## src/rtl/toll_class_controller.sv

```systemverilog
// Toll lane controller: class FIFO, fee/revenue accounting, gate and alarm sequencing.
// Optional per-class statistics counters are enabled with `define CLASS_STATS_EN.
module toll_class_controller #(
  parameter logic [7:0] FEE_BIKE     = 8'd10,
  parameter logic [7:0] FEE_CAR      = 8'd20,
  parameter logic [7:0] FEE_BUS      = 8'd50,
  parameter logic [7:0] FEE_TRUCK    = 8'd80,
  parameter int         GATE_CYCLES  = 16,
  parameter int         ALARM_CYCLES = 8,
  parameter int         TOTAL_W      = 16
) (
  input  logic               clk,
  input  logic               reset,
  input  logic [2:0]         uart_data,
  input  logic               uart_valid,
  output logic               gate_open,
  output logic [7:0]         fee,
  output logic               fee_valid,
  output logic [TOTAL_W-1:0] total_revenue,
  output logic [15:0]        vehicle_count,
  output logic               alarm,
  output logic               fifo_full,
  output logic               overflow
`ifdef CLASS_STATS_EN
  ,
  input  logic [2:0]         stat_sel,
  output logic [15:0]        stat_count
`endif
);

  typedef enum logic [1:0] {
    S_IDLE,
    S_CHARGE,
    S_OPEN,
    S_ALARM
  } state_t;

  localparam logic [2:0]  CLS_INVALID = 3'b111;
  localparam logic [15:0] GATE_LOAD   = 16'(GATE_CYCLES - 1);
  localparam logic [15:0] ALARM_LOAD  = 16'(ALARM_CYCLES - 1);

  state_t      state_q;
  state_t      state_d;
  logic [15:0] timer_q;
  logic [15:0] timer_d;
  logic [2:0]  cls_q;

  logic [2:0]  mem [4];
  logic [1:0]  wr_ptr;
  logic [1:0]  rd_ptr;
  logic [2:0]  count;
  logic [2:0]  head;
  logic        frame;
  logic        push;
  logic        pop;

  logic [TOTAL_W:0] sum;

  function automatic logic [7:0] fee_of(input logic [2:0] c);
    logic [7:0] f;
    f = 8'd0;
    unique case (c)
      3'b001:  f = FEE_BIKE;
      3'b010:  f = FEE_CAR;
      3'b011:  f = FEE_BUS;
      3'b100:  f = FEE_TRUCK;
      default: f = 8'd0;
    endcase
    return f;
  endfunction

  // Full is judged before this cycle's pop, so a pop never frees room for a same-cycle push.
  assign fifo_full = (count == 3'd4);
  assign frame     = uart_valid && (uart_data != 3'b000);
  assign push      = frame && !fifo_full;
  assign pop       = (state_q == S_IDLE) && (count != 3'd0);
  assign head      = mem[rd_ptr];

  // FIFO storage; contents are don't-care while the count says empty.
  always_ff @(posedge clk) begin
    if (push) mem[wr_ptr] <= uart_data;
  end

  // FIFO pointers, occupancy and sticky overflow flag.
  always_ff @(posedge clk or posedge reset) begin
    if (reset) begin
      wr_ptr   <= 2'd0;
      rd_ptr   <= 2'd0;
      count    <= 3'd0;
      overflow <= 1'b0;
    end else begin
      if (push) wr_ptr <= wr_ptr + 2'd1;
      if (pop)  rd_ptr <= rd_ptr + 2'd1;
      count <= count + 3'(push) - 3'(pop);
      if (frame && fifo_full) overflow <= 1'b1;
    end
  end

  // FSM state, timer and the class being serviced.
  always_ff @(posedge clk or posedge reset) begin
    if (reset) begin
      state_q <= S_IDLE;
      timer_q <= 16'd0;
      cls_q   <= 3'd0;
    end else begin
      state_q <= state_d;
      timer_q <= timer_d;
      if (pop) cls_q <= head;
    end
  end

  // Next-state logic and lane outputs.
  always_comb begin
    state_d   = state_q;
    timer_d   = timer_q;
    gate_open = 1'b0;
    alarm     = 1'b0;
    fee_valid = 1'b0;
    unique case (state_q)
      S_IDLE: begin
        if (count != 3'd0) state_d = S_CHARGE;
      end
      S_CHARGE: begin
        if (cls_q == CLS_INVALID) begin
          state_d = S_ALARM;
          timer_d = ALARM_LOAD;
        end else begin
          fee_valid = 1'b1;
          state_d   = S_OPEN;
          timer_d   = GATE_LOAD;
        end
      end
      S_OPEN: begin
        gate_open = 1'b1;
        if (timer_q == 16'd0) state_d = S_IDLE;
        else                  timer_d = timer_q - 16'd1;
      end
      S_ALARM: begin
        alarm = 1'b1;
        if (timer_q == 16'd0) state_d = S_IDLE;
        else                  timer_d = timer_q - 16'd1;
      end
      default: state_d = S_IDLE;
    endcase
  end

  assign sum = {1'b0, total_revenue} + (TOTAL_W + 1)'(fee);

  // Fee is latched at pop so it is already valid during the CHARGE cycle.
  always_ff @(posedge clk or posedge reset) begin
    if (reset) begin
      fee           <= 8'd0;
      total_revenue <= '0;
      vehicle_count <= 16'd0;
    end else begin
      if (pop && head != CLS_INVALID) fee <= fee_of(head);
      if (fee_valid) begin
        total_revenue <= sum[TOTAL_W] ? '1 : sum[TOTAL_W-1:0];
        if (vehicle_count != 16'hFFFF) vehicle_count <= vehicle_count + 16'd1;
      end
    end
  end

`ifdef CLASS_STATS_EN
  logic [15:0] stats [7];
  logic [2:0]  stat_idx;
  logic [2:0]  sel_idx;

  // Slot 0 holds invalid frames; slots 1..6 follow the class code.
  assign stat_idx = (cls_q == CLS_INVALID) ? 3'd0 : cls_q;
  assign sel_idx  = (stat_sel == CLS_INVALID) ? 3'd0 : stat_sel;

  // Per-class saturating counters and registered readout.
  always_ff @(posedge clk or posedge reset) begin
    if (reset) begin
      for (int i = 0; i < 7; i++) stats[i] <= 16'd0;
      stat_count <= 16'd0;
    end else begin
      if (state_q == S_CHARGE && stats[stat_idx] != 16'hFFFF)
        stats[stat_idx] <= stats[stat_idx] + 16'd1;
      stat_count <= stats[sel_idx];
    end
  end
`endif

endmodule

```

## config.mk

```make
export PLATFORM = sky130hd
export DESIGN_NAME = toll_class_controller
export DESIGN_NICKNAME = d
export VERILOG_FILES = /design/src/rtl/toll_class_controller.sv
export SDC_FILE = /design/constraint.sdc
export NUM_CORES = 1
export LEC_CHECK = 0
export ABC_AREA = 0
export BUFFER_PORTS_ARGS = -buffer_cell sky130_fd_sc_hd__buf_2
export CORE_ASPECT_RATIO = 2
export CORE_MARGIN = 2
export CORE_UTILIZATION = 47
export DETAILED_ROUTE_END_ITERATION = 7
export PLACE_DENSITY = 0.76
export SKIP_CTS_REPAIR_TIMING = 1
export SYNTH_ARGS = -nofsm -noshare
export SYNTH_HDL_FRONTEND = slang
export SYNTH_SLANG_ARGS = --single-unit
```

## constraint.sdc

```tcl
create_clock -name clk -period 3.6 [get_ports clk]
set_input_delay 0.72 -clock clk [delete_from_list [all_inputs] [get_ports clk]]
set_output_delay 0.72 -clock clk [all_outputs]
set_load 0.02 [all_outputs]
```

==> impl_metrics.csv <==
group,metric,value,unit
run_status,status,"finished clean",
routing,via_per_inst,5.76,
floorplanning,die_area,0.00924,mm^2
synthesis,synth_top_area_share,42.2,%
synthesis,synth_common_cells,"dfrtp_1 (67), nand2_1 (34), a21oi_1 (24), nor2_1 (23)",
worst_setup_path,arrival,2.87,ns
global_route,grt_overflow_total,0,
global_route,grt_util_all_layers,20.3,%
finish,register_area,0.00204,mm^2
sta,worst_clock_skew,0.00299,ns
worst_setup_path,critPathLaunchType,"flip-flop",
finish,final_cells,534,
sta,timing.final.crit_share,72.5,%
synthesis,ys_seq_area_share,51.3,%
floorplanning,rows,47,
clock_tree,h-tree-depth,3,
sta,final_hold_viol_count,0,
placed_design,placed_cells,518,
finish,num-nets-final,454,
sta,setup_ws,0.991,ns
finish,multiInputGateArea,0.00181,mm^2
sta,max_freq,0.383,GHz
global_route,grt_max_degree,32,
routing,drtAntennaViolNets,0,
synthesis,synth_cells,375,
synthesis,ys_ff_latch,79,
global_route,antenna_found_initial,0,
pwr,p_leak,2.16,nW
placed_design,placed_cell_area,0.00433,mm^2
synthesis,avgSynthCellArea,10.6,um^2
floorplanning,io_pins,51,
worst_setup_path,path_class,"flip-flop to flip-flop",
finish,post-route-util,55.7,%
clock_tree,cts_tree,"built",
hold_path,hold_path.class,"input port to async pin",
synthesis,synth_area_leaders,"dfrtp_1 (42%), edfxtp_1 (9.1%), ha_1 (4.7%)",
routing,wirelength,8470,um
routing,routedWlPerCell,15.9,um
floorplanning,initial_core_util,48.2,%
worst_setup_path,cp-end-kind,"flip-flop",
finish,n_fill_cell,726,
floorplanning,core,0.00823,mm^2
synthesis,synth_area_leader_cell,"dfrtp_1",
worst_setup_path,crit_required,3.86,ns
placed_design,place_congestion,0.851,
sta,fin_crit,2.61,ns
placed_design,place_ws,0.824,ns
synthesis,yosys_most_used_dff,"dfrtp_1",
synthesis,synth_edf_count,12,
floorplanning,die_y,134,um
clock_tree,cts_buffer_depth,2,
sta,tightest_slew,0.698,ns
pwr,peakVddDrop,0.398,mV
finish,final_area,0.00459,mm^2
pwr,p_per_area,752,mW/mm^2
finish,area_growth,15.6,%
clock_tree,cts_root_buf,"clkbuf_16",
run,maxCapViolCount,0,
sta,slew_viol_final,0,
clock_tree,path_clk_slew,0.06,ns
synthesis,yosysWarnings,0,
synthesis,async_flop_share,84.8,%
placed_design,dp_hpwl,6320,um
clock_tree,clkLatencyLatePin,0.34,ns
global_route,grt_pass1_wl,13900,um
routing,dr.pass1.iters,4,
sta,finalSetupViolCount,0,
synthesis,synth_most_common_cell,"dfrtp_1",
finish,antennaDiodeCount,0,
routing,vias,3076,
sta,slew_headroom,53.1,%
synthesis,synthesis.area,0.00397,mm^2
routing,drcViolationCount,0,
placed_design,io_buffers,48,
global_route,grt_pass1_vias,3053,
sta,setup_tns,0,ns
clock_tree,clock_sinks,79,
finish,drive_above_1_share,19.7,%
sta,rsz0062_at_grt,"false",
synthesis,ys_types,53,
floorplanning,die_w,69.0,um
worst_setup_path,path_max_fanout,12,
routing,drt_iter0_drc,223,
clock_tree,cts_made_buffers,9,
==> metal layers <==
metal / up-vias / share of wire (%) / GRT usage [%]
met1: 1517 / 37 / 21.7
li1: 1461 / - / -
met2: 80 / 57 / 36.0
met5: - / 0 / 0
met3: 18 / 3.6 / 3.78
met4: 0 / 2.7 / 10.5
==> sequential cells by signal, indices dropped and copies added (netlist names) <==
register and cells:
state_q 2, total_revenue 16, rd_ptr 2, fee 6, cls_q 3, mem 12, count 3, wr_ptr 2
timer_q 16, overflow 1, vehicle_count 16
==> stage by stage <==
stage | hold WS [ns] | power [W]
finish | 0.361 | 0.00345
CTS | 0.375 | 0.00347
detailed placement | 0.443 | 0.00265
global placement | 0.439 | 0.00258
floorplan | 0.450 | 0.00230
global route | 0.398 | 0.00369
==> final timing paths <==
| check | startpoint | end | depth (start not counted) | slack (ns) |
|---|---|---|---|---|
| worst min register to register | total_revenue[0]$_DFFE_PP0P_ | total_revenue[0]$_DFFE_PP0P_ | 1 | 0.45 |
| max in group asynchronous | reset | total_revenue[6]$_DFFE_PP0P_ | 3 | 2.49 |
| worst min-delay path | reset | rd_ptr[1]$_DFFE_PP0P_ | 2 | 0.36 |
| min in group clk | total_revenue[0]$_DFFE_PP0P_ | total_revenue[0]$_DFFE_PP0P_ | 1 | 0.45 |
| worst max register to register | state_q[1]$_DFFE_PP0P_ | count[2]$_DFF_PP0_ | 10 | 0.99 |
| worst max-delay path | state_q[1]$_DFFE_PP0P_ | count[2]$_DFF_PP0_ | 10 | 0.99 |
==> cell usage in the layout (no fill, tap or decap), types with 7 or more instances in the layout <==
master	instances
mux2_2	7
nand3_1	21
inv_1	20
dfrtp_1	67
clkbuf_16	9
and3_1	9
nor4_1	7
ha_1	15
nor3_1	9
nand2_1	34
xnor2_1	13
buf_2	48
a21oi_1	24
o21ai_0	11
nor2_1	23
edfxtp_1	12
==> report_power, final <==
group / internal (W) / switching (W) / leakage, nW / total, W
Combinational: 0.000510 / 0.000680 / 1.07 / 0.00119
Clock: 0.000457 / 0.000350 / 0.125 / 0.000807
Sequential: 0.00117 / 0.000284 / 0.969 / 0.00145
==> cell type report <==
type / instances / area share [%]
clock buffer: 10 / 4.99
clock inverter: 6 / 0.627
inverter: 21 / 1.72
multi-input combinational: 266 / 39.4
sequential: 79 / 44.4
tap: 98 / 2.67
timing repair buffer: 54 / 6.22
==> cell families after synthesis <==
| kind of cell | after synthesis | share of synthesized area (%) |
|---|---|---|
| AND/OR/NAND/NOR | 143 | 19.1 |
| flip-flops | 79 | 51.3 |
| AO/OA/AOI/OAI | 69 | 11.0 |
| buffers and inverters | 31 | 3.28 |
| XOR/XNOR | 19 | 4.19 |
| adder cells (fa/ha/maj) | 17 | 5.74 |
| multiplexers | 16 | 5.20 |
| other | 1 | 0.0945 |
==> critical path, stage by stage, from the launching register on <==
cell and delay [ns]:
dfrtp_1 0.48, nor2_1 0.39, o31a_1 0.20, buf_4 0.18
ha_1 0.24, inv_1 0.06, ha_1 0.15, inv_1 0.05
fa_1 0.38, xnor2_1 0.22, xnor2_1 0.16
Power figures use the tool's default switching activity.
